[src/rtl/ts_pipeline_pkg.sv]
// Shared types and constants for the timestamp-tagging pipeline.
// Default widths match the single-slice register this block replaces.
package ts_pipeline_pkg;

  localparam int DEFAULT_TS_W   = 32;
  localparam int DEFAULT_DATA_W = 8;
  localparam int STAT_W         = 32;

  typedef logic [DEFAULT_TS_W-1:0] ts_t;
  typedef logic [STAT_W-1:0]       stat_t;

  // Payload plus its ingress stamp, as carried by every slice at default widths.
  typedef struct packed {
    logic [DEFAULT_DATA_W-1:0] data;
    ts_t                       ts;
  } stage_t;

  function automatic stat_t sat_inc(input stat_t v);
    return (&v) ? v : v + stat_t'(1);
  endfunction

endpackage

[src/rtl/ts_pipeline_if.sv]
// Ingress/egress handshake bundle for ts_pipeline.
// The pipeline takes the slave view; the producer/consumer side takes master.
interface ts_pipeline_if
  import ts_pipeline_pkg::*;
#(
  parameter int DATA_W = DEFAULT_DATA_W,
  parameter int TS_W   = DEFAULT_TS_W
);

  logic [DATA_W-1:0] in_data;
  logic              in_valid;
  logic              in_ready;
  logic [DATA_W-1:0] out_data;
  logic              out_valid;
  logic              out_ready;
  logic [TS_W-1:0]   out_ingress_ts;

  modport master (
    output in_data, in_valid, out_ready,
    input  in_ready, out_data, out_valid, out_ingress_ts
  );

  modport slave (
    input  in_data, in_valid, out_ready,
    output in_ready, out_data, out_valid, out_ingress_ts
  );

endinterface

[src/rtl/ts_pipe_slice.sv]
// One valid/ready register slice carrying payload plus ingress stamp.
// Loads whenever it is empty or its downstream neighbour is taking its word.
module ts_pipe_slice
  import ts_pipeline_pkg::*;
#(
  parameter int DATA_W = DEFAULT_DATA_W,
  parameter int TS_W   = DEFAULT_TS_W
) (
  input  logic              clk,
  input  logic              rst_n,
  input  logic              i_valid,
  input  logic [DATA_W-1:0] i_data,
  input  logic [TS_W-1:0]   i_ts,
  input  logic              i_ready,
  output logic              o_valid,
  output logic [DATA_W-1:0] o_data,
  output logic [TS_W-1:0]   o_ts
);

  typedef struct packed {
    logic [DATA_W-1:0] data;
    logic [TS_W-1:0]   ts;
  } slice_t;

  logic   r_valid;
  slice_t r_stage;
  logic   w_load;

  assign w_load = !r_valid || i_ready;

  // NOTE: state registers use non-blocking assignments so every slice samples
  // its neighbour's pre-edge value; blocking here would shift words through
  // several slices in a single clock depending on evaluation order.
  always_ff @(posedge clk or negedge rst_n) begin
    if (!rst_n) begin
      r_valid <= 1'b0;
    end else if (w_load) begin
      r_valid <= i_valid;
    end
  end

  // NOTE: the payload is intentionally left out of reset; r_valid alone decides
  // whether it means anything, so resetting the wide datapath buys nothing.
  always_ff @(posedge clk) begin
    if (w_load && i_valid) begin
      r_stage <= '{data: i_data, ts: i_ts};
    end
  end

  assign o_valid = r_valid;
  assign o_data  = r_stage.data;
  assign o_ts    = r_stage.ts;

endmodule

[src/rtl/ts_pipeline.sv]
// Timestamp-tagging register pipeline: STAGES slices, free-running stamp counter,
// egress decision stamp and latency. Define TS_PIPELINE_STATS_EN for statistics.
module ts_pipeline
  import ts_pipeline_pkg::*;
#(
  parameter int DATA_W = DEFAULT_DATA_W,
  parameter int STAGES = 2,
  parameter int TS_W   = DEFAULT_TS_W
) (
  input  logic            clk,
  input  logic            rst_n,
  ts_pipeline_if.slave    bus,
  output logic [TS_W-1:0] decision_ts,
  output logic [TS_W-1:0] latency,
  output logic [TS_W-1:0] cycle_cnt
`ifdef TS_PIPELINE_STATS_EN
  ,
  output logic [TS_W-1:0] max_latency,
  output stat_t           xfer_count,
  output stat_t           stall_count
`endif
);

  logic [TS_W-1:0]   r_cycle_cnt;
  logic [TS_W-1:0]   r_decision_ts;
  logic [TS_W-1:0]   r_latency;

  logic [STAGES-1:0] w_sv;
  logic [STAGES-1:0] w_ready;
  logic [DATA_W-1:0] w_sd [STAGES];
  logic [TS_W-1:0]   w_st [STAGES];
  logic              w_out_xfer;
  logic [TS_W-1:0]   w_lat_now;

  for (genvar g = 0; g < STAGES; g++) begin : g_slice
    logic              w_up_valid;
    logic [DATA_W-1:0] w_up_data;
    logic [TS_W-1:0]   w_up_ts;
    logic              w_dn_ready;

    // ready_g = !valid_g || ready_{g+1}, unrolled so it depends only on
    // registered valids and out_ready rather than on its own neighbours.
    assign w_ready[g] = bus.out_ready || !(&w_sv[STAGES-1:g]);

    if (g == 0) begin : g_head
      assign w_up_valid = bus.in_valid;
      assign w_up_data  = bus.in_data;
      assign w_up_ts    = r_cycle_cnt;
    end else begin : g_body
      assign w_up_valid = w_sv[g-1];
      assign w_up_data  = w_sd[g-1];
      assign w_up_ts    = w_st[g-1];
    end

    if (g == STAGES-1) begin : g_tail
      assign w_dn_ready = bus.out_ready;
    end else begin : g_inner
      assign w_dn_ready = w_ready[g+1];
    end

    ts_pipe_slice #(
      .DATA_W (DATA_W),
      .TS_W   (TS_W)
    ) u_slice (
      .clk     (clk),
      .rst_n   (rst_n),
      .i_valid (w_up_valid),
      .i_data  (w_up_data),
      .i_ts    (w_up_ts),
      .i_ready (w_dn_ready),
      .o_valid (w_sv[g]),
      .o_data  (w_sd[g]),
      .o_ts    (w_st[g])
    );
  end

  assign bus.in_ready       = w_ready[0];
  assign bus.out_valid      = w_sv[STAGES-1];
  assign bus.out_data       = w_sd[STAGES-1];
  assign bus.out_ingress_ts = w_sv[STAGES-1] ? w_st[STAGES-1] : '0;

  assign w_out_xfer = w_sv[STAGES-1] && bus.out_ready;
  // Modular subtraction keeps the latency correct across counter wrap.
  assign w_lat_now  = r_cycle_cnt - w_st[STAGES-1];

  always_ff @(posedge clk or negedge rst_n) begin
    if (!rst_n) begin
      r_cycle_cnt   <= '0;
      r_decision_ts <= '0;
      r_latency     <= '0;
    end else begin
      r_cycle_cnt <= r_cycle_cnt + TS_W'(1);
      if (w_out_xfer) begin
        r_decision_ts <= r_cycle_cnt;
        r_latency     <= w_lat_now;
      end
    end
  end

  assign cycle_cnt   = r_cycle_cnt;
  assign decision_ts = r_decision_ts;
  assign latency     = r_latency;

`ifdef TS_PIPELINE_STATS_EN
  logic [TS_W-1:0] r_max_latency;
  stat_t           r_xfer_count;
  stat_t           r_stall_count;
  logic            w_in_stall;

  assign w_in_stall = bus.in_valid && !w_ready[0];

  always_ff @(posedge clk or negedge rst_n) begin
    if (!rst_n) begin
      r_max_latency <= '0;
      r_xfer_count  <= '0;
      r_stall_count <= '0;
    end else begin
      if (w_out_xfer) begin
        r_xfer_count <= sat_inc(r_xfer_count);
        if (w_lat_now > r_max_latency) begin
          r_max_latency <= w_lat_now;
        end
      end
      if (w_in_stall) begin
        r_stall_count <= sat_inc(r_stall_count);
      end
    end
  end

  assign max_latency = r_max_latency;
  assign xfer_count  = r_xfer_count;
  assign stall_count = r_stall_count;
`endif

endmodule

[src/flat_wrapper.sv]
// flat-port wrapper written by rule: the top's interface ports become plain ports
module ts_pipeline_flat import ts_pipeline_pkg::*;
#(
  parameter int DATA_W = DEFAULT_DATA_W,
  parameter int STAGES = 2,
  parameter int TS_W   = DEFAULT_TS_W
)
  (clk, rst_n, decision_ts, latency, cycle_cnt, bus_in_data, bus_in_valid, bus_out_ready, bus_in_ready, bus_out_data, bus_out_valid, bus_out_ingress_ts);
  ts_pipeline_if #(.DATA_W(DATA_W), .TS_W(TS_W)) bus_i ();
  input  logic clk;
  input  logic rst_n;
  output logic [TS_W-1:0] decision_ts;
  output logic [TS_W-1:0] latency;
  output logic [TS_W-1:0] cycle_cnt;
  input wire logic [$bits(bus_i.in_data)-1:0] bus_in_data;
  input wire logic [$bits(bus_i.in_valid)-1:0] bus_in_valid;
  input wire logic [$bits(bus_i.out_ready)-1:0] bus_out_ready;
  output wire logic [$bits(bus_i.in_ready)-1:0] bus_in_ready;
  output wire logic [$bits(bus_i.out_data)-1:0] bus_out_data;
  output wire logic [$bits(bus_i.out_valid)-1:0] bus_out_valid;
  output wire logic [$bits(bus_i.out_ingress_ts)-1:0] bus_out_ingress_ts;
  assign bus_i.in_data = bus_in_data;
  assign bus_i.in_valid = bus_in_valid;
  assign bus_i.out_ready = bus_out_ready;
  assign bus_in_ready = bus_i.in_ready;
  assign bus_out_data = bus_i.out_data;
  assign bus_out_valid = bus_i.out_valid;
  assign bus_out_ingress_ts = bus_i.out_ingress_ts;
  ts_pipeline #(.DATA_W(DATA_W), .STAGES(STAGES), .TS_W(TS_W)) u_core (.clk(clk), .rst_n(rst_n), .bus(bus_i), .decision_ts(decision_ts), .latency(latency), .cycle_cnt(cycle_cnt));
endmodule
[config.mk]
export PLATFORM = sky130hd
export DESIGN_NAME = ts_pipeline_flat
export DESIGN_NICKNAME = d
export VERILOG_FILES = /design/src/rtl/ts_pipeline_pkg.sv /design/src/rtl/ts_pipeline_if.sv /design/src/rtl/ts_pipe_slice.sv /design/src/rtl/ts_pipeline.sv /design/src/flat_wrapper.sv
export SDC_FILE = /design/constraint.sdc
export NUM_CORES = 1
export LEC_CHECK = 0
export CORE_MARGIN = 4
export CORE_UTILIZATION = 53
export DETAILED_ROUTE_END_ITERATION = 8
export GPL_ROUTABILITY_DRIVEN = 0
export PLACE_DENSITY = 0.77
export SKIP_LAST_GASP = 1
export SYNTH_ARGS = -nofsm -noshare
export SYNTH_HDL_FRONTEND = slang
export SYNTH_SLANG_ARGS = --single-unit
[constraint.sdc]
create_clock -name clk -period 2.95 [get_ports clk]
set_input_delay 0.885 -clock clk [delete_from_list [all_inputs] [get_ports clk]]
set_output_delay 0.885 -clock clk [all_outputs]
set_load 0.05 [all_outputs]
==> impl_results.md <==
- Synth async-reset ratio: 55.1%
- Tmin final: 2.74 ns
- Commonest non-fill, non-tap cell in the layout: nand2_1
- Final wirelength: 20.0 mm
- Int Pwr: 4.50 mW
- Cell family with most CP delay: compound AO/OA/AOI/OAI gates
- Clock Latency Late Sink: 0.43 ns
- Fill count: 1,075
- Reg clk slew, reported paths: 0.06 ns
- Die Footprint: 17,900 µm²
- Wire per inst: 17.0 µm
- Logic pwr share: 20.9%
- Ant. Diodes: 0
- Post-route DRC: 0
- FMAX: 365 MHz
- Post-Synthesis Cells: 783
- Die Wd: 134 µm
- MaxCap Viol Count: 0
- Commonest non-fill, non-tap cells in the layout: 161 x nand2_1, 114 x clkdlybuf4s50_1, 97 x dfrtp_1
- Post-CTS sizing: 0
- Clock Path Buffers: 2
- YS warnings: 0
- Critical Path RT: 3.24 ns
- Die height: 134 µm
- # placed instances: 1,144
- Synth Net Count: 828
- Area Overhead vs Synth: 33.2%
- # hold bufs at CTS: 0
- Worst EP arrival: 3.02 ns
- Vias per cell: 5.43
- Non-Filler Instances: 1,176
- Clock network fraction of total power: 34.5%
- Post-CTS Setup Bufs: 0
- Slew @ Worst Pin: 0.748 ns
- Period utilization: 92.8%
- Status: finished, final reports clean
- Layout cells sized above 1: 11.8%
- VDD IR max: 0.000394 V
- First DRT Iteration DRCs: 404
- Post-synth EDFFs: 80
- Worst Hold Class: reg2reg
- Port Buffer Count: 149
- Switch share: 29.3%
- Worst-path fanout max: 6
- I/O pins: 150
- Via count: 6,380
- P_sw: 1.87 mW
- Remaining Overflow, GRT: 0
- Total CTS buffers: 17
- Sequential share of power: 44.6%
- H-tree depth: 4
- Syn_area_per_cell: 10.7 µm²
- Rows: 45
- CTS tree: done
- Fin nets: 997
- Synthesized area: 8400 µm²
- Initial Util: 54.6%
- Power density over cell area: 569 nW/µm²
- Slowest stage delay, CP: 0.44 ns
- Sequential Area: 4860 µm²
- Post-route setup TNS: 0 ns
- CORE AREA: 15,400 µm²
- Worst setup SP type: flop
- Area of the multi-input gates: 3230 µm²
- CTS root buffer: clkbuf_16
- Pleak: 4.81 nW
- Worst Setup End Kind: flop
- CP Cell Sequence: inv_1, ha_1, fa_1, nor2b_1, o211ai_1, a31oi_1, o21ai_1, a21oi_1, mux2i_1, o311ai_1
- Wire length of the first global-routing pass: 32.4 mm
- Hold Violations, Final: 0
- Reg-to-reg slack, setup: 0.21 ns
- Setup ws final: 0.213 ns
- Max Transition Viols Final: 0
- Top_reg_cell synth: dfrtp_1
- Sequential area share after synthesis: 57.8%
- Crit Path Category: reg2reg
- Sink Count: 178
- Register bit total from synthesis: 178
- GRT Util Overall: 23.0%
- Placed wire-length estimate: 14.4 mm
- Initial antenna violation count: 0
- Post-synth cell types: 63
- Pin count of the biggest net entering global routing: 56
- Finish-stage setup viols: 0
- Final ANT Viol Nets: 0
- Skew final: 0.0111 ns
- Crit-path slowest cell: a31oi_1
- WP buf/inv: 1
- DP Worst Slack: 0.229 ns
- Worst rel slew slack: 50.1%
- DR pass1 iterations: 5
- Number of global-route vias before repair: 6,251
- RSZ-0062 raised after global routing: false
==> worst reg2reg max path, delay by kind of cell, from the launching register on <==
family / cells / cell delay, ns
and+or+nand+nor: 1 / 0.16
adders and majority gates: 2 / 0.63
buffers and inverters: 1 / 0.10
AOI/OAI and AO/OA: 5 / 1.09
DFF: 1 / 0.42
muxes: 1 / 0.20
==> layout make-up <==
| class | instances | area share (%) |
|---|---|---|
| clock buffer | 20 | 3.99 |
| clock inverter | 12 | 1.20 |
| inverter | 41 | 1.38 |
| multi-input combinational | 534 | 28.9 |
| sequential | 178 | 43.4 |
| tap | 211 | 2.36 |
| timing repair buffer | 180 | 18.8 |
==> synth_stat cells (4+ instances only) <==
cell | instances | area [µm²]
a211oi_1 | 6 | 45.0
a21o_1 | 7 | 52.6
a21oi_1 | 34 | 170
a31oi_1 | 5 | 31.3
and2_1 | 37 | 231
and3_1 | 7 | 43.8
and4_1 | 5 | 43.8
buf_2 | 6 | 30.0
clkbuf_1 | 16 | 60.1
dfrtp_1 | 98 | 2450
edfxtp_1 | 80 | 2400
ha_1 | 32 | 400
inv_1 | 39 | 146
nand2_1 | 162 | 608
nand2b_1 | 5 | 31.3
nand3_1 | 21 | 105
nand4_1 | 18 | 113
nor2_1 | 27 | 101
nor2b_1 | 4 | 25.0
nor3_1 | 10 | 50.1
o211ai_1 | 6 | 45.0
o21ai_0 | 21 | 105
o21ai_1 | 28 | 140
o31ai_1 | 5 | 37.5
xnor2_1 | 37 | 324
xor2_1 | 14 | 123
==> flip-flops by register name, summed over array words and instances (netlist names) <==
signal	flops
u_core.g_slice.u_slice.o_data	16
u_core.decision_ts	32
u_core.latency	32
u_core.g_slice.u_slice.o_ts	64
u_core.cycle_cnt	32
u_core.g_slice.u_slice.o_valid	2
==> per-stage QoR <==
step                      total power, mW  utilization [%]  hold slack (ns)  area [µm²]
after floorplan                      3.66                -            0.400        8400
after global placement               4.20             69.0            0.401       10600
after detailed placement             4.22             69.0            0.405       10600
after CTS                            6.42             72.8            0.418       11200
after global routing                 6.61             72.8            0.422       11200
final                                6.37             72.8            0.415       11200
==> worst paths after layout <==
check / endpoint / depth (start not counted) / startpoint
max: u_core.latency[10]$_DFFE_PN0P_ / 10 / u_core.cycle_cnt[0]$_DFF_PN0_
min: u_core.g_slice[1].u_slice.o_ts[0]$_DFFE_PP_ / 0 / u_core.g_slice[0].u_slice.o_ts[0]$_DFFE_PP_
max reg2reg: u_core.latency[10]$_DFFE_PN0P_ / 10 / u_core.cycle_cnt[0]$_DFF_PN0_
min reg2reg: u_core.g_slice[1].u_slice.o_ts[0]$_DFFE_PP_ / 0 / u_core.g_slice[0].u_slice.o_ts[0]$_DFFE_PP_
max in group asynchronous: u_core.latency[17]$_DFFE_PN0P_ / 2 / rst_n
min in group asynchronous: u_core.decision_ts[16]$_DFFE_PN0P_ / 1 / rst_n
==> layer usage <==
layer	part of all wire, %	global-route usage (%)	routed length (µm)
met5	0	0	0
met4	1.5	6.80	300
met3	5.7	5.33	1150
met2	47	35.9	9480
met1	45	32.3	9100
==> power groups by stage <==
stage                     clock network, mW  logic [mW]  registers [mW]
after floorplan                           0       0.476            3.18
after global routing                   2.35        1.40            2.86
final                                  2.20        1.33            2.84
after global placement                    0        1.32            2.88
after detailed placement                  0        1.34            2.89
after CTS                              2.24        1.34            2.84
==> cell families (layout without fill, tap and decap cells) <==
group,Yosys count,count (layout),share of synthesized area (%)
xor+xnor,51,51,5.32
compound gates,137,137,10.2
simple gates,310,310,17.5
flops,178,178,57.8
buf+inv,71,253,3.83
mux,3,3,0.358
fa+ha+maj,33,33,5.01
No activity file was read; power rests on OpenSTA's default activity.
